===== src/rtl/decode_pkg.sv =====
// decode_pkg: shared definitions for the decode lane merger.
//   - Field widths and bit offsets of the packed decoded-instruction payload
//   - Functional unit identifiers
//   - payload_t: packed view of the payload, MSB-first in field order
package decode_pkg;

    localparam int unsigned OPCODE_W    = 12;
    localparam int unsigned ADDR_W      = 64;
    localparam int unsigned FUNC_UNIT_W = 3;
    localparam int unsigned MAJ_ID_W    = 64;
    localparam int unsigned MIN_ID_W    = 7;
    localparam int unsigned IS64_W      = 1;
    localparam int unsigned PID_W       = 20;
    localparam int unsigned TID_W       = 16;
    localparam int unsigned BODY_W      = 28;

    localparam int unsigned PAYLOAD_W = OPCODE_W + ADDR_W + FUNC_UNIT_W + MAJ_ID_W
                                      + MIN_ID_W + IS64_W + PID_W + TID_W + BODY_W;

    localparam int unsigned BODY_LSB      = 0;
    localparam int unsigned TID_LSB       = BODY_LSB + BODY_W;
    localparam int unsigned PID_LSB       = TID_LSB + TID_W;
    localparam int unsigned IS64_LSB      = PID_LSB + PID_W;
    localparam int unsigned MIN_ID_LSB    = IS64_LSB + IS64_W;
    localparam int unsigned MAJ_ID_LSB    = MIN_ID_LSB + MIN_ID_W;
    localparam int unsigned FUNC_UNIT_LSB = MAJ_ID_LSB + MAJ_ID_W;
    localparam int unsigned ADDR_LSB      = FUNC_UNIT_LSB + FUNC_UNIT_W;
    localparam int unsigned OPCODE_LSB    = ADDR_LSB + ADDR_W;

    typedef enum logic [FUNC_UNIT_W-1:0] {
        FU_FX     = 3'd0,
        FU_FP     = 3'd1,
        FU_VX     = 3'd2,
        FU_CR     = 3'd3,
        FU_LS     = 3'd4,
        FU_BRANCH = 3'd6
    } func_unit_e;

    typedef struct packed {
        logic [OPCODE_W-1:0] opcode;
        logic [ADDR_W-1:0]   address;
        func_unit_e          funcUnit;
        logic [MAJ_ID_W-1:0] majId;
        logic [MIN_ID_W-1:0] minId;
        logic                is64Bit;
        logic [PID_W-1:0]    pid;
        logic [TID_W-1:0]    tid;
        logic [BODY_W-1:0]   body;
    } payload_t;

endpackage


===== src/rtl/decode_lane_fifo.sv =====
// decode_lane_fifo: single-clock FIFO buffering one decode lane's results.
//   clock_i  rising-edge clock
//   reset_i  asynchronous active-low reset (pointers and count to 0)
//   flush_i  synchronous clear; a same-cycle push is discarded
//   push_i   write data_i (dropped when full unless popping this cycle)
//   pop_i    retire the head entry (ignored when empty)
//   data_i   entry to write
//   head_o   oldest entry
//   count_o  occupancy, 0..depth
//   full_o, empty_o  occupancy flags
module decode_lane_fifo
    import decode_pkg::*;
#(
    parameter int unsigned depth = 4,
    parameter int unsigned width = PAYLOAD_W + 1
) (
    input  logic                     clock_i,
    input  logic                     reset_i,
    input  logic                     flush_i,
    input  logic                     push_i,
    input  logic                     pop_i,
    input  logic [width-1:0]         data_i,
    output logic [width-1:0]         head_o,
    output logic [$clog2(depth):0]   count_o,
    output logic                     full_o,
    output logic                     empty_o
);

    localparam int unsigned PTR_W = $clog2(depth);

    logic [width-1:0] mem [depth];
    logic [PTR_W-1:0] rdPtr;
    logic [PTR_W-1:0] wrPtr;
    logic [PTR_W:0]   count;
    logic             doPush;
    logic             doPop;

    assign full_o  = (count == (PTR_W+1)'(depth));
    assign empty_o = (count == '0);
    assign count_o = count;
    assign head_o  = mem[rdPtr];

    assign doPop  = pop_i && !empty_o;
    // A full FIFO still accepts a push when the head leaves in the same cycle.
    assign doPush = push_i && (!full_o || doPop);

    always_ff @(posedge clock_i or negedge reset_i) begin
        if (!reset_i) begin
            rdPtr <= '0;
            wrPtr <= '0;
            count <= '0;
        end else if (flush_i) begin
            rdPtr <= '0;
            wrPtr <= '0;
            count <= '0;
        end else begin
            if (doPush) wrPtr <= wrPtr + 1'b1;
            if (doPop)  rdPtr <= rdPtr + 1'b1;
            unique case ({doPush, doPop})
                2'b10:   count <= count + 1'b1;
                2'b01:   count <= count - 1'b1;
                default: ;
            endcase
        end
    end

    always_ff @(posedge clock_i) begin
        if (doPush && !flush_i) mem[wrPtr] <= data_i;
    end

endmodule


===== src/rtl/decode_lane_merger.sv =====
// decode_lane_merger: merges N decode lanes back into one in-order stream.
//   clock_i        rising-edge clock
//   reset_i        asynchronous active-low reset
//   flush_i        synchronous flush of all buffered state
//   laneValid_i    lane k produced a decoded instruction
//   laneSkip_i     lane k rejected its instruction (occupies a program-order slot)
//   lanePayload_i  lane k payload at [k*payloadWidth +: payloadWidth]
//   laneStall_o    back-pressure to lane k's decoders
//   stall_i        downstream cannot accept
//   valid_o        payload_o holds a decoded instruction
//   payload_o      registered decoded instruction
module decode_lane_merger
    import decode_pkg::*;
#(
    parameter int unsigned numLanes     = 2,
    parameter int unsigned fifoDepth    = 4,
    parameter int unsigned payloadWidth = PAYLOAD_W
) (
    input  logic                             clock_i,
    input  logic                             reset_i,
    input  logic                             flush_i,
    input  logic [numLanes-1:0]              laneValid_i,
    input  logic [numLanes-1:0]              laneSkip_i,
    input  logic [numLanes*payloadWidth-1:0] lanePayload_i,
    output logic [numLanes-1:0]              laneStall_o,
    input  logic                             stall_i,
    output logic                             valid_o,
    output logic [payloadWidth-1:0]          payload_o
);

    localparam int unsigned RR_W  = (numLanes > 1) ? $clog2(numLanes) : 1;
    localparam int unsigned CNT_W = $clog2(fifoDepth) + 1;

    logic [RR_W-1:0]         rrPtr;
    logic [RR_W-1:0]         rrNext;
    logic [CNT_W-1:0]        laneCount [numLanes];
    logic [payloadWidth:0]   laneHead  [numLanes];
    logic [numLanes-1:0]     laneEmpty;
    logic [numLanes-1:0]     laneFull;
    logic [numLanes-1:0]     lanePush;
    logic [numLanes-1:0]     lanePop;
    logic                    load;
    logic                    headEmpty;
    logic                    headSkip;
    logic [payloadWidth-1:0] headPayload;

    assign load   = !valid_o || !stall_i;
    assign rrNext = (rrPtr == RR_W'(numLanes - 1)) ? '0 : rrPtr + 1'b1;

    for (genvar k = 0; k < numLanes; k++) begin : g_lane
        // Entry = {skip, payload}; valid wins when both strobes are set.
        logic [payloadWidth:0] pushData;

        assign pushData    = {laneSkip_i[k] && !laneValid_i[k],
                              lanePayload_i[k*payloadWidth +: payloadWidth]};
        assign lanePush[k] = laneValid_i[k] || laneSkip_i[k];
        assign lanePop[k]  = load && !flush_i && (rrPtr == RR_W'(k));
        assign laneStall_o[k] = (laneCount[k] >= CNT_W'(fifoDepth - 1));

        decode_lane_fifo #(
            .depth (fifoDepth),
            .width (payloadWidth + 1)
        ) u_fifo (
            .clock_i (clock_i),
            .reset_i (reset_i),
            .flush_i (flush_i),
            .push_i  (lanePush[k]),
            .pop_i   (lanePop[k]),
            .data_i  (pushData),
            .head_o  (laneHead[k]),
            .count_o (laneCount[k]),
            .full_o  (laneFull[k]),
            .empty_o (laneEmpty[k])
        );

        always_ff @(posedge clock_i) begin
            if (reset_i && !flush_i) begin
                assert (!(laneValid_i[k] && laneSkip_i[k]))
                    else $error("lane %0d: valid and skip asserted together", k);
                assert (!(lanePush[k] && laneFull[k] && !lanePop[k]))
                    else $error("lane %0d: push into full FIFO dropped", k);
            end
        end
    end

    always_comb begin
        headEmpty   = 1'b1;
        headSkip    = 1'b0;
        headPayload = '0;
        for (int unsigned k = 0; k < numLanes; k++) begin
            if (rrPtr == RR_W'(k)) begin
                headEmpty = laneEmpty[k];
                {headSkip, headPayload} = laneHead[k];
            end
        end
    end

    always_ff @(posedge clock_i or negedge reset_i) begin
        if (!reset_i) begin
            valid_o   <= 1'b0;
            payload_o <= '0;
            rrPtr     <= '0;
        end else if (flush_i) begin
            valid_o <= 1'b0;
            rrPtr   <= '0;
        end else if (load) begin
            if (headEmpty) begin
                valid_o <= 1'b0;
            end else begin
                rrPtr   <= rrNext;
                valid_o <= !headSkip;
                if (!headSkip) payload_o <= headPayload;
            end
        end
    end

endmodule


===== config.mk =====
export PLATFORM = sky130hd
export DESIGN_NAME = decode_lane_merger
export DESIGN_NICKNAME = d
export VERILOG_FILES = /design/src/rtl/decode_pkg.sv /design/src/rtl/decode_lane_fifo.sv /design/src/rtl/decode_lane_merger.sv
export SDC_FILE = /design/constraint.sdc
export NUM_CORES = 2
export LEC_CHECK = 0
export CORE_MARGIN = 1
export CORE_UTILIZATION = 57
export DETAILED_ROUTE_END_ITERATION = 8
export PLACE_DENSITY = 0.89
export SLEW_MARGIN = 20
export SYNTH_ARGS = -nofsm -noshare
export SYNTH_HDL_FRONTEND = slang
export SYNTH_HIERARCHICAL = 1
export SYNTH_SLANG_ARGS = --single-unit

===== constraint.sdc =====
create_clock -name clock_i -period 9 [get_ports clock_i]
set_input_delay 1.8 -clock clock_i [delete_from_list [all_inputs] [get_ports clock_i]]
set_output_delay 1.8 -clock clock_i [all_outputs]
set_load 0.05 [all_outputs]

==> impl_metrics.json <==
{
  "cts_tree": "yes",
  "ios": 656,
  "tns_ns": 0,
  "core_um2": 128000,
  "grt_pass1_wl_mm": 262.6,
  "total_leakage_power_uw": 0.02874,
  "post-route-period-util_pct": 57.00,
  "holdCritPathClass": "flip-flop to flip-flop",
  "drc": 0,
  "crit_fanout": 113,
  "nets": 4280,
  "drtAntennaViolNets": 0,
  "area_growth_pct": 20.55,
  "worst_slew_pin_slew_ns": 1.426,
  "antenna_found_initial": 66,
  "grt_remaining_overflow": 0,
  "cts_buffers": 187,
  "synth_cells": 3099,
  "finalSetupViolCount": 0,
  "max-vdd-ir-drop_v": 0.0003082,
  "clock_path_buffers": 3,
  "syn-num-nets": 3547,
  "dieArea_um2": 131000,
  "wl_mm": 184.5,
  "cap_violations": 0,
  "status": "complete, no violations",
  "worstSetupEndpointType": "flip-flop",
  "place_hpwl_mm": 100.5,
  "mostFrequentLayoutCells": "edfxtp_1, clkdlybuf4s50_1, mux4_2, mux2_2, dfrtp_1",
  "postCtsResizedCells": 0,
  "hold_buffers": 0,
  "clock-root-buffer": "clkbuf_16",
  "io_buffers": 655,
  "wl_per_cell_um": 31.91,
  "final_util_pct": 69.57,
  "hold_viol": 0,
  "numClockSinks": 1959,
  "gp_congestion": 0.7826,
  "netlist_area_um2": 73870,
  "viasPerCell": 6.293,
  "startpoint_type": "primary input",
  "rsz0062_at_grt": "no",
  "vias": 36390,
  "relSlewSlack_pct": 4.953,
  "yosys_warnings": 6,
  "crit_chain": "clkdlybuf4s50_1, nor3_2, nand2b_1, o211a_1, and2_4, buf_12",
  "fmax_mhz": 194.9,
  "grt_use_total_pct": 28.07,
  "min_period_ns": 5.130,
  "drtIter0Drc": 4416,
  "grt_pass1_vias": 37760,
  "final_common_cell": "edfxtp_1",
  "worstPathRequired_ns": 9.42,
  "cpMaxStageDelayCell": "clkdlybuf4s50_1",
  "skew_ns": 0.03140,
  "critPathKind": "primary input to flip-flop",
  "syn_area_per_cell_um2": 23.84,
  "cp.arrival_ns": 5.55,
  "fp.dieH_um": 362.0,
  "worst_path_largest_cell_delay_ns": 0.92,
  "clkSlewWorstSetupHoldPaths_ns": 0.06,
  "clk_latency_ns": 0.82,
  "dieWidth_um": 362.0,
  "row_count": 131,
  "grt_max_degree": 138,
  "first_pass_iters": 5,
  "power.density_nw_per_um2": 303.0,
  "drive_gt1_share_pct": 27.11,
  "finalMaxSlewViolations": 0,
  "initial_core_util_pct": 57.71,
  "cts-htree-levels": 4,
  "post_cts_buffers": 0
}
## metrics by stage
stage / power [uW] / std cells / instance area [um2] / hold WS, ns / setup slack, ns
3_3_place_gp: 18460 / 5372 / 82380 / 0.4655 / 2.982
6_report: 26980 / 5782 / 89050 / 0.4837 / 3.870
4_1_cts: 27090 / 5724 / 88900 / 0.4887 / 3.668
2_1_floorplan: 16350 / 3099 / 73870 / 0.5420 / 0.9133
5_1_grt: 27720 / 5767 / 89010 / 0.4935 / 3.731
3_5_place_dp: 18710 / 5372 / 82380 / 0.4738 / 2.834
## where the power goes
part / switching, uW / total (uW) / internal (uW)
sequential: 699 / 11700 / 11000
combinational: 4060 / 6970 / 2900
clock: 3430 / 8270 / 4840
## area by class of cell
class / count / area, um2
Sequential cell: 1959 / 57690
Fill cell: 7000 / 38960
Multi-Input combinational cell: 977 / 15400
Timing Repair Buffer: 697 / 7102
Clock buffer: 265 / 5329
Tap cell: 1729 / 2163
Clock inverter: 87 / 1189
Antenna cell: 58 / 145.1
Inverter: 10 / 37.54
## worst max-delay path, delay by kind of cell
family	cells	cell delay, ns
buf+inv	2	1.40
compound gates	1	0.23
simple gates	3	1.77
## worst paths after layout
kind	from	endpoint	slack, ns	cells past startpoint
max in group asynchronous	reset_i	g_lane[1].u_fifo/rdPtr[1]	6.24	2
max reg2reg	g_lane[0].u_fifo/rdPtr[0]	payload_o[71]	4.43	6
min reg2reg	payload_o[107]	payload_o[107]	0.48	1
min in group asynchronous	reset_i	payload_o[48]	0.89	1
min	payload_o[107]	payload_o[107]	0.48	1
max	flush_i	g_lane[0].u_fifo/mem[2][45]	3.87	6
## sequential cells by signal, summed over array words and instances (netlist names)
| register | cells |
|---|---|
| g_lane.u_fifo/mem | 1728 |
| g_lane.u_fifo/rdPtr | 4 |
| rrPtr | 1 |
| g_lane.u_fifo/count_o | 6 |
| payload_o | 215 |
| valid_o | 1 |
| g_lane.u_fifo/wrPtr | 4 |
## metal layers
| layer | GRT usage (%) | wire length, um | vias to the layer above |
|---|---|---|---|
| li1 | - | - | 14500 |
| met1 | 35.79 | 65020 | 19270 |
| met2 | 46.68 | 95000 | 2193 |
| met3 | 6.332 | 16980 | 406 |
| met4 | 12.20 | 7330 | 26 |
| met5 | 0 | 172 | - |
Note: power is estimated with default switching activity, not from simulation.
